<file path="src/rtl/shl_pkg.sv">
// Shared types and constants for the iterative shift-left unit.
package shl_pkg;

    localparam int SHL_WIDTH   = 32;
    localparam int SHL_CNT_W   = 6;
    localparam int SHL_MAX_CNT = 32;

    typedef enum logic [1:0] {
        ST_IDLE  = 2'd0,
        ST_SHIFT = 2'd1,
        ST_DONE  = 2'd2
    } shl_state_e;

    // Logical shifts past the word width all produce zero, so clamp there;
    // rotates are periodic in the width, so only the low five bits matter.
    function automatic logic [SHL_CNT_W-1:0] shl_count(input logic [SHL_WIDTH-1:0] n,
                                                       input logic rot);
        if (rot)
            return {1'b0, n[4:0]};
        else if (|n[SHL_WIDTH-1:5])
            return SHL_CNT_W'(SHL_MAX_CNT);
        else
            return {1'b0, n[4:0]};
    endfunction

endpackage

</file>
<file path="src/rtl/shl32_iter_if.sv">
// Request/response bundle between the control unit (master) and shl32_iter (slave).
interface shl32_iter_if;
    import shl_pkg::*;

    logic                 start;
    logic [SHL_WIDTH-1:0] in;
    logic [SHL_WIDTH-1:0] num_shifts;
    logic                 rotate;
    logic [SHL_WIDTH-1:0] out;
    logic                 busy;
    logic                 done;

    modport master (output start, in, num_shifts, rotate,
                    input  out, busy, done);
    modport slave  (input  start, in, num_shifts, rotate,
                    output out, busy, done);
endinterface

</file>
<file path="src/rtl/shl32_step.sv">
// Single-bit left shift / rotate of the work word. Rotate fill exists only
// when SHL_ROTATE_EN is defined; otherwise the fill bit is always zero.
module shl32_step
    import shl_pkg::*;
(
    input  logic [SHL_WIDTH-1:0] value_i,
    input  logic                 mode_i,
    output logic [SHL_WIDTH-1:0] next_o
);

`ifdef SHL_ROTATE_EN
    logic fill;
    assign fill   = mode_i & value_i[SHL_WIDTH-1];
    assign next_o = {value_i[SHL_WIDTH-2:0], fill};
`else
    logic unused_mode;
    assign unused_mode = mode_i;
    assign next_o      = {value_i[SHL_WIDTH-2:0], 1'b0};
`endif

endmodule

</file>
<file path="src/rtl/shl32_iter.sv">
// Iterative 32-bit shift-left unit, one bit per clock with a done pulse.
// Rotate-left mode is available only when SHL_ROTATE_EN is defined.
//
// state    | meaning
// ST_IDLE  | waiting for start
// ST_SHIFT | shifting one bit per cycle, busy high
// ST_DONE  | result valid in out, done high for one cycle
module shl32_iter
    import shl_pkg::*;
(
    input  logic         clk,
    input  logic         clr,
    shl32_iter_if.slave  bus
);

    shl_state_e           state_q;
    logic [SHL_WIDTH-1:0] work_q;
    logic [SHL_CNT_W-1:0] cnt_q;
    logic                 mode_q;
    logic [SHL_WIDTH-1:0] out_q;
    logic                 busy_q;
    logic                 done_q;

    logic                 rot_d;
    logic [SHL_CNT_W-1:0] cnt_d;
    logic [SHL_WIDTH-1:0] work_d;

`ifdef SHL_ROTATE_EN
    assign rot_d = bus.rotate;
`else
    logic unused_rotate;
    assign unused_rotate = bus.rotate;
    assign rot_d         = 1'b0;
`endif

    assign cnt_d = shl_count(bus.num_shifts, rot_d);

    shl32_step u_step (
        .value_i (work_q),
        .mode_i  (mode_q),
        .next_o  (work_d)
    );

    always_ff @(posedge clk or negedge clr) begin
        if (!clr) begin
            state_q <= ST_IDLE;
            work_q  <= '0;
            cnt_q   <= '0;
            mode_q  <= 1'b0;
            out_q   <= '0;
            busy_q  <= 1'b0;
            done_q  <= 1'b0;
        end else begin
            done_q <= 1'b0;
            case (state_q)
                ST_IDLE, ST_DONE: begin
                    state_q <= ST_IDLE;
                    if (bus.start) begin
                        work_q <= bus.in;
                        mode_q <= rot_d;
                        cnt_q  <= cnt_d;
                        if (cnt_d == '0) begin
                            out_q   <= bus.in;
                            done_q  <= 1'b1;
                            state_q <= ST_DONE;
                        end else begin
                            busy_q  <= 1'b1;
                            state_q <= ST_SHIFT;
                        end
                    end
                end
                ST_SHIFT: begin
                    work_q <= work_d;
                    cnt_q  <= cnt_q - SHL_CNT_W'(1);
                    if (cnt_q == SHL_CNT_W'(1)) begin
                        out_q   <= work_d;
                        done_q  <= 1'b1;
                        busy_q  <= 1'b0;
                        state_q <= ST_DONE;
                    end
                end
                default: begin
                    state_q <= ST_IDLE;
                    busy_q  <= 1'b0;
                end
            endcase
        end
    end

    assign bus.out  = out_q;
    assign bus.busy = busy_q;
    assign bus.done = done_q;

endmodule

</file>
<file path="src/flat_wrapper.sv">
// flat-port wrapper written by rule: the top's interface ports become plain ports
module shl32_iter_flat import shl_pkg::*;
  (clk, clr, bus_start, bus_in, bus_num_shifts, bus_rotate, bus_out, bus_busy, bus_done);
  shl32_iter_if bus_i ();
  input  logic clk;
  input  logic clr;
  input wire logic [$bits(bus_i.start)-1:0] bus_start;
  input wire logic [$bits(bus_i.in)-1:0] bus_in;
  input wire logic [$bits(bus_i.num_shifts)-1:0] bus_num_shifts;
  input wire logic [$bits(bus_i.rotate)-1:0] bus_rotate;
  output wire logic [$bits(bus_i.out)-1:0] bus_out;
  output wire logic [$bits(bus_i.busy)-1:0] bus_busy;
  output wire logic [$bits(bus_i.done)-1:0] bus_done;
  assign bus_i.start = bus_start;
  assign bus_i.in = bus_in;
  assign bus_i.num_shifts = bus_num_shifts;
  assign bus_i.rotate = bus_rotate;
  assign bus_out = bus_i.out;
  assign bus_busy = bus_i.busy;
  assign bus_done = bus_i.done;
  shl32_iter u_core (.clk(clk), .clr(clr), .bus(bus_i));
endmodule
</file>
<file path="config.mk">
export PLATFORM = sky130hd
export DESIGN_NAME = shl32_iter_flat
export DESIGN_NICKNAME = d
export VERILOG_FILES = /design/src/rtl/shl_pkg.sv /design/src/rtl/shl32_iter_if.sv /design/src/rtl/shl32_step.sv /design/src/rtl/shl32_iter.sv /design/src/flat_wrapper.sv
export SDC_FILE = /design/constraint.sdc
export NUM_CORES = 1
export LEC_CHECK = 0
export CORE_MARGIN = 2
export CORE_UTILIZATION = 40
export CTS_BUF_LIST = sky130_fd_sc_hd__clkbuf_8
export CTS_CLUSTER_DIAMETER = 50
export CTS_CLUSTER_SIZE = 24
export DETAILED_ROUTE_END_ITERATION = 7
export PLACE_DENSITY_LB_ADDON = 0.3
export SLEW_MARGIN = 40
export SYNTH_ARGS = -nofsm -noshare
export SYNTH_HDL_FRONTEND = slang
export SYNTH_SLANG_ARGS = --single-unit
</file>
<file path="constraint.sdc">
create_clock -name clk -period 2.94 [get_ports clk]
set_clock_uncertainty 0.15 [all_clocks]
set_input_delay 0.588 -clock clk [delete_from_list [all_inputs] [get_ports clk]]
set_output_delay 0.588 -clock clk [all_outputs]
set_load 0.05 [all_outputs]
</file>
==> Word level (Yosys, flattened, before mapping) <==
Cells that the tools add are included.
{ "totals": {"input_bits": 68, "ff_bits": 73, "out_inout_bits": 34, "word_cells": 43} }
{ "op_classes": {"n_eq_ne": 7, "mux": 21, "n_reduce_logical": 8, "n_addsub": 1} }
{ "ops": {"columns": ["operator", "count"], "rows": [
  ["two-way mux 32 bit", 3],
  ["one-hot mux 32 bit (2 select lines)", 1],
  ["one-hot mux 31 bit (2 select lines)", 1],
  ["two-way mux 31 bit", 1],
  ["OR reduction 27 bit", 1],
  ["two-way mux 6 bit", 2],
  ["one-hot mux 6 bit (2 select lines)", 1],
  ["equality test 6 x 1 -> 1 bit, second input constant", 1],
  ["logical NOT 6 bit", 1],
  ["two-way mux 1 bit", 6],
  ["two-way mux 2 bit", 3],
  ["subtractor 6 x 1 -> 6 bit, second input constant", 1],
  ["inequality test 2 x 1 -> 1 bit, second input constant", 2],
  ["inequality test 2 bit, second input constant", 2],
  ["one-hot mux 1 bit (2 select lines)", 2],
  ["one-hot mux 2 bit (2 select lines)", 1],
  ["AND reduction 4 bit", 1],
  ["AND reduction 3 bit", 1],
  ["equality test 2 x 1 -> 1 bit, second input constant", 1],
  ["equality test 2 bit, second input constant", 1],
  ["logical NOT 2 bit", 1],
  ["AND reduction 2 bit", 1],
  ["nonzero test 2 bit", 1],
  ["OR reduction 2 bit", 1]
]} }

==> Depth between registers and ports, before layout <==
Gate-level depths: netlist (run 1).
{ "depth": {"ltp_word": 6, "mapped_depth": 8, "mapped_depth_nobuf": 6} }

==> Modules after synthesis <==
A second synthesis (run 1) with hierarchy kept.
{ "hier_totals": {"hier_cells": 462, "hier_area_um2": 3926.3} }
{ "modules_own_cells": {"columns": ["mod", "n_inst", "area_each_um2", "seq_area_each_um2", "cells_per_inst"], "rows": [
  ["shl32_iter", 1, 3682.3, 1851.8, 429],
  ["shl32_step", 1, 244.0, 0.0, 33]
]} }

==> Worst setup path before layout (run 1) <==
OpenSTA, ideal clock, no wires.
{ "synth_path": {"path_type": "input to register", "start": "in bus_num_shifts[21]", "end": "reg u_core.out_q[10] (netlist: u_core.bus.out[10])", "t_required_ns": 2.663, "setup_ns": 0.127, "stages": 6, "path_slack_ns": 0.801, "t_arrival_ns": 1.862, "n_path_buf": 1, "cell_sequence": "nor4_1 > nand4_1 > nor4_4 > or2_2 > buf_4 > o21ai_1"} }
{ "synth_between": {"elab_chain_cells": 5} }
{ "synth_rtl": {"columns": ["element", "line", "text"], "rows": [
  ["start: declaration", "flat_wrapper.sv:9", "input wire logic [$bits(bus_i.num_shifts)-1:0] bus_num_shifts;"],
  ["OR reduction 27 bit", "shl_pkg.sv:20", "else if (|n[SHL_WIDTH-1:5])"],
  ["two-way mux 6 bit", "shl_pkg.sv:20", null],
  ["logical NOT 6 bit", "shl32_iter.sv:62", "if (cnt_d == '0) begin"],
  ["inequality test 2 x 1 -> 1 bit (no source line)", null, null],
  ["AND reduction 4 bit (no source line)", null, null],
  ["end signal: assignment", "shl32_iter.sv:63", "out_q <= bus.in;"],
  ["end signal: assignment", "shl32_iter.sv:76", "out_q <= work_d;"],
  ["end: declaration", "shl32_iter.sv:20", "logic [SHL_WIDTH-1:0] out_q;"]
]} }
No other way between the ends.
A chain may end at the register's enable or synchronous reset.

==> Worst setup path after layout (run 1) <==
{ "layout_path": {"start": "in bus_num_shifts[12]", "end": "reg u_core.out_q[31] (netlist: u_core.bus.out[31])"} }
The elaborated chain is that of the path after synthesis.

==> results.yml, run 1 <==
place:
  finalWeightedCongestion: 0.846
  port-buffer-count: 100
  placed_cell_area_um2: 4450
  place_hpwl_mm: 5.33
  dp_cell_count: 565
  post_placement_worst_setup_slack_ps: 246
timing:
  timing.final.setup_violations: 0
  post-route-worst-setup-slack_ps: 641
  finalWorstPathRequiredPeriod_ps: 2300
  grt_setup_unrepaired: "no"
  fin_hold_ws_ps: 112
  final.setup.tns_ps: 0
  timing.final.hold_violations: 0
  slew-limit-headroom_pct: 55.9
  max_freq_mhz: 435
  worst_slew_pin_tran_ps: 662
  fin_crit_sh_pct: 78.2
  final_max_slew_viol_count: 0
clocking:
  clock-root-buffer: "clkbuf_8"
  h-tree-depth: 3
  cts_tree: "built"
  clock_latency_at_the_later_pin_of_the_worst_skew_pair_ps: 350
  post_cts_buffers: 0
  postCtsHoldBufs: 0
  clk_pin_slew_ps: 80
  postCtsResizedCells: 0
  cts_num_sinks: 73
  cts_inserted_buffers: 9
  cts-root-to-sink-buffers: 2
drt:
  antenna_left: 0
  route.final.wire_length_mm: 8.18
  firstDrtPassIters: 5
  first_iteration_detailed_routing_drc_count: 137
  num_vias: 3034
  drc_violations: 0
  drt-wirelength-per-cell_um: 14.1
  via_per_inst: 5.22
floorplan:
  start_util_pct: 40.9
  core_region_area_um2: 8180
  dieArea_um2: 9100
  io-pin-count: 102
  die_width_um: 95.4
  die_height_um: 95.4
  rows: 33
run:
  timing.max_cap.violations: 0
grt:
  initial_antenna_violation_count: 0
  vias_in_the_first_global_route: 2869
  globalRouteOverflowTotal: 0
  track_usage_pct: 18.9
  grt_max_degree: 74
  grt_pass1_wl_mm: 13.2
layout:
  fin_nets: 541
  n_antenna_cell: 0
  drive_gt1_share_pct: 6.51
  synthToLayoutAreaGrowth_pct: 40.5
  finish.cell_count_without_fillers: 581
  layout.cell_area.non_filler_um2: 4700
  fin_util_pct: 57.5
logic_synthesis:
  synth-seq-cells: 73
  yosysWarnings: 0
  syn-instance-count: 376
  netlist-cell-type-count: 30
  postSynthNetCount: 446
  syn-mean-instance-area_um2: 8.89
  synth.cell_area_um2: 3340
  seq_area_frac_synth_pct: 54.6
critical_path:
  worstPathBufferInverterCount: 2
  slowest_stage_cell_cp: "clkdlybuf4s50_1"
  critical-path-max-stage-delay_ps: 420
  reg2regPathDepth: 6
  crit_reg_reg_startpoint: "u_core.cnt_q[0]$_DFFE_PN0P_"
  critical_path_class: "primary input to flop"
  worst-endpoint-required_ps: 3010
  worst_setup_path_end_kind: "flop"
  critical_path.cell_chain: "clkdlybuf4s50_1 > nor4_1 > nand4_1 > nor4_4 > or2_2 > buf_12 > o21ai_0"
  setup.worst_path.start_class: "primary input"
  maximum_fanout_along_the_worst_path: 26
  worst-endpoint-arrival_ps: 2370
  worst_path_dominant_cell_family: "simple AND/OR/NAND/NOR gates"
  regToRegEndpoint: "u_core.bus.out[31]$_DFFE_PN0P_"
  reg2reg_slack_ps: 1060
pwr:
  clock_power_share_pct: 22.1
  cellPowerDensity_nw_per_um2: 919
  p_total_mw: 4.32
  p_leak_nw: 1.96
  p_int_mw: 2.62
  combPwrFrac_pct: 39.4
  switching_share_pct: 39.3
  power.share.sequential_pct: 38.5
  p_switching_mw: 1.70
  irDropWorstVdd_v: 0.000310
worst_hold_path:
  worst_hold_path_type: "primary input to async pin"
outcome:
  outcome: "complete, no violations"
[how the worst max path moves through the flow]
stage               slack [ps]  cells past startpoint                             end               start
floorplan                  800                      6  u_core.bus.out[10]$_DFFE_PN0P_  bus_num_shifts[21]
global placement           270                      7  u_core.bus.out[31]$_DFFE_PN0P_  bus_num_shifts[12]
detailed placement         250                      7  u_core.bus.out[31]$_DFFE_PN0P_  bus_num_shifts[12]
CTS                        610                      7  u_core.bus.out[31]$_DFFE_PN0P_  bus_num_shifts[12]
global route               500                      7  u_core.bus.out[31]$_DFFE_PN0P_  bus_num_shifts[12]
finish                     640                      7  u_core.bus.out[31]$_DFFE_PN0P_  bus_num_shifts[12]
[sequential cells by signal, summed over array words and instances, names as in the netlist]
name and count:
u_core.bus.out 32, u_core.work_q 31, u_core.cnt_q 6, u_core.state_q 2
u_core.bus.busy 1, u_core.bus.done 1
[logic make-up (layout without fill, tap and decap cells)]
logic type	count (synthesis)	count (layout)	synth area share (%)
AOI/OAI and AO/OA	109	109	20.4
buffers and inverters	59	159	7.07
DFF	73	73	54.6
and+or+nand+nor	132	132	16.8
muxes	1	1	0.337
adders and majority gates	2	2	0.748
[synth_stat cells (all sizes together)]
library cell / count / area share, %
ha: 2 / 0.75
mux2: 1 / 0.34
or2: 2 / 0.37
nor2: 36 / 4.0
nand4: 1 / 0.19
a22oi: 31 / 7.0
and3: 1 / 0.19
a221oi: 1 / 0.26
nand3: 4 / 0.60
nor4: 8 / 1.9
and2: 1 / 0.19
a21oi: 4 / 0.60
clkbuf: 17 / 1.9
a31oi: 31 / 5.8
a22o: 1 / 0.26
o211ai: 2 / 0.45
nor3: 2 / 0.30
o22ai: 1 / 0.19
nand2: 73 / 8.2
o21ai: 35 / 5.2
buf: 8 / 1.3
dfrtp: 73 / 55
o31ai: 3 / 0.67
nor2b: 2 / 0.37
nand2b: 2 / 0.37
inv: 34 / 3.8
[area by class of cell]
class | count | area [um2]
Fill cell | 702 | 3480
Sequential cell | 73 | 1830
Multi-Input combinational cell | 244 | 1280
Timing Repair Buffer | 109 | 1080
Clock buffer | 10 | 138
Tap cell | 105 | 131
Inverter | 34 | 128
Clock inverter | 6 | 106
[placed cells by master, fill, tap and decap left out, types with 2 or more instances in the layout]
master           count
a21oi_1              4
nor2_1              36
o21ai_1             29
ha_1                 2
nor3_1               2
o21ai_0              6
nor4_1               7
inv_1               35
a22oi_1             31
buf_4                8
nand2_1             73
dfrtp_1             73
clkdlybuf4s50_1     99
nand3_1              4
o31ai_1              3
or2_2                2
a31oi_1             31
bufinv_16            3
o211ai_1             2
clkbuf_8            10
[layer usage]
| layer | track usage (%) | vias up | share of wire [%] |
|---|---|---|---|
| met5 | 0 | - | 0 |
| met4 | 7.02 | 0 | 1.5 |
| met3 | 5.61 | 12 | 7.6 |
| met2 | 30.1 | 104 | 47 |
| met1 | 24.4 | 1440 | 44 |
| li1 | - | 1478 | - |
[power by group through the flow]
stage,Sequential (mW),Clock [mW],Combinational (mW)
final,1.66,0.954,1.70
after global routing,1.71,1.01,1.88
after CTS,1.66,0.973,1.72
after global placement,1.66,0,1.67
after detailed placement,1.67,0,1.71
after floorplan,2.07,0,0.731
[worst reg2reg max path, stage by stage, from the launching register on]
cell and delay [ps]:
dfrtp_1 450, ha_1 220, and3_1 160, and2_1 160, or2_2 330, buf_12 180, o21ai_0 150
Power figures use the tool's default switching activity.
==> run 2: changes to the inputs <==
==> constraint.sdc (replaced) <==
create_clock -name clk -period 2.41 [get_ports clk]
set_clock_uncertainty 0.15 [all_clocks]
set_input_delay 0.482 -clock clk [delete_from_list [all_inputs] [get_ports clk]]
set_output_delay 0.482 -clock clk [all_outputs]
set_load 0.05 [all_outputs]
==> run 2 against run 1 <==
Effect of this change:
- hold slack better by 260 ps
- worst setup slack worse by 430 ps
- largest power group unchanged
- power is 20% higher
- critical endpoint unchanged
==> results.yml, run 2 (synthesis results as in run 1) <==
clocking:
  clock_latency_at_the_later_pin_of_the_worst_skew_pair_ps: 330
  cts_num_sinks: 73
  clock-root-buffer: "clkbuf_8"
  h-tree-depth: 3
  postCtsResizedCells: 0
  cts_inserted_buffers: 9
  clk_pin_slew_ps: 80
  cts-root-to-sink-buffers: 2
  post_cts_buffers: 0
  cts_tree: "built"
  postCtsHoldBufs: 1
layout:
  layout.cells.most_common: "clkdlybuf4s50_1"
  n_antenna_cell: 0
  drive_gt1_share_pct: 7.68
  fin_util_pct: 58.1
  num-fill-cells: 736
  fin_nets: 547
  synthToLayoutAreaGrowth_pct: 42.1
  layout.cells.most_common_list: "99 x clkdlybuf4s50_1, 73 x nand2_1, 73 x dfrtp_1"
  layout.cell_area.non_filler_um2: 4750
  largest_register_ffs: 32
drt:
  firstDrtPassIters: 5
  via_per_inst: 5.17
  drc_violations: 0
  num_vias: 3037
  route.final.wire_length_mm: 8.09
  antenna_left: 0
  first_iteration_detailed_routing_drc_count: 162
  drt-wirelength-per-cell_um: 13.8
critical_path:
  critical_path.cell_chain: "clkdlybuf4s50_1 > nor4_1 > nand4_1 > nor4_4 > or2_2 > buf_12 > o21ai_0"
  worst-endpoint-required_ps: 2470
  worst-endpoint-arrival_ps: 2260
  setup.worst_path.start_class: "primary input"
  worst_setup_path_end_kind: "flop"
  critical-path-max-stage-delay_ps: 420
  worstPathBufferInverterCount: 2
  slowest_stage_cell_cp: "clkdlybuf4s50_1"
  critical_path_class: "primary input to flop"
  maximum_fanout_along_the_worst_path: 17
  worst_path_dominant_cell_family: "simple AND/OR/NAND/NOR gates"
timing:
  timing.final.hold_violations: 0
  slew-limit-headroom_pct: 63.5
  finalWorstPathRequiredPeriod_ps: 2200
  worst_slew_pin_tran_ps: 545
  fin_crit_sh_pct: 91.4
  max_freq_mhz: 454
  timing.final.setup_violations: 0
  grt_setup_unrepaired: "no"
  final_max_slew_viol_count: 0
pwr:
  combPwrFrac_pct: 40.3
  irDropWorstVdd_v: 0.000535
  p_int_mw: 3.11
  p_total_mw: 5.19
  p_switching_mw: 2.08
  clock_power_share_pct: 20.8
  p_leak_nw: 1.98
  switching_share_pct: 40.0
  cellPowerDensity_nw_per_um2: 1090
  power.share.sequential_pct: 39.0
place:
  place_hpwl_mm: 5.58
  port-buffer-count: 100
  finalWeightedCongestion: 0.834
  placed_cell_area_um2: 4510
floorplan:
  die_height_um: 95.4
  io-pin-count: 102
  dieArea_um2: 9100
  rows: 33
  die_width_um: 95.4
  start_util_pct: 40.9
  core_region_area_um2: 8180
run:
  timing.max_cap.violations: 0
grt:
  track_usage_pct: 18.6
  globalRouteOverflowTotal: 0
  initial_antenna_violation_count: 0
  grt_pass1_wl_mm: 13.2
  grt_max_degree: 41
  vias_in_the_first_global_route: 2858
worst_hold_path:
  worst_hold_path_type: "flop to flop"
outcome:
  outcome: "complete, no violations"
[run 2: cell count changes in the layout (fill, tap and decap cells not counted), sizes merged]
cell	before	now
bufinv	3	2
clkinv	1	2
buf	10	15
dlygate4sd3	0	1
[run 2: power groups by stage]
stage	logic [mW]	registers, mW	clock network [mW]
floorplan	0.891	2.52	0
global placement	2.05	2.02	0
detailed placement	2.10	2.03	0
CTS	2.11	2.02	1.10
global route	2.30	2.09	1.15
finish	2.09	2.02	1.08
[run 2: area by class of cell]
type,instances,area [um2],area share (%)
Timing Repair Buffer,115,1150,24.2
Sequential cell,73,1830,38.5
Clock buffer,10,138,2.90
Multi-Input combinational cell,244,1280,27.1
Inverter,34,128,2.69
Tap cell,105,131,2.77
Clock inverter,6,90.1,1.90
[run 2: path summary, 6_finish.rpt]
kind,slack [ps],cells after the start,end,from
worst max-delay path,210,7,u_core.bus.out[31]$_DFFE_PN0P_,bus_num_shifts[12]
worst min-delay path,370,2,u_core.bus.out[10]$_DFFE_PN0P_,u_core.bus.out[10]$_DFFE_PN0P_
worst max register to register,510,5,u_core.bus.out[30]$_DFFE_PN0P_,u_core.state_q[0]$_DFFE_PN0N_
worst min register to register,370,2,u_core.bus.out[10]$_DFFE_PN0P_,u_core.bus.out[10]$_DFFE_PN0P_
max in group asynchronous,1010,3,u_core.work_q[6]$_DFFE_PN0P_,clr
min in group asynchronous,530,2,u_core.bus.out[3]$_DFFE_PN0P_,clr
[run 2: stage by stage]
| step | instances | worst slack (ps) | hold slack, ps | TNS, ps |
|---|---|---|---|---|
| 2_1_floorplan | 376 | 377 | 36.4 | 0 |
| 3_3_place_gp | 570 | -105 | 330 | -2890 |
| 3_5_place_dp | 570 | -145 | 348 | -4040 |
| 4_1_cts | 587 | 176 | 368 | 0 |
| 5_1_grt | 587 | 64.8 | 373 | 0 |
| 6_report | 587 | 206 | 368 | 0 |
[run 2: per-layer routing]
metal	track usage [%]	vias to the layer above	routed length, um	part of all wire, %
li1	-	1492	-	-
met2	29.4	102	3800	47
met5	0	-	0	0
met4	5.95	0	53	0.66
met1	25.0	1439	3650	45
met3	4.90	4	582	7.2
[run 2: worst register-to-register path: stages (launching register included)]
cell and delay (ps):
dfrtp_1 440, nor2b_1 420, and2_1 210, buf_4 360
a22oi_1 170, o21ai_1 100
==> run 3: changes to the inputs <==
--- a/config.mk
+++ b/config.mk
@@ -8,7 +8,6 @@
 export CORE_MARGIN = 2
 export CORE_UTILIZATION = 40
 export CTS_BUF_LIST = sky130_fd_sc_hd__clkbuf_8
-export CTS_CLUSTER_DIAMETER = 50
 export CTS_CLUSTER_SIZE = 24
 export DETAILED_ROUTE_END_ITERATION = 7
 export PLACE_DENSITY_LB_ADDON = 0.3
==> results of run 3 <==
Same layout as run 2: the final DEF is identical, and so are final timing and power.
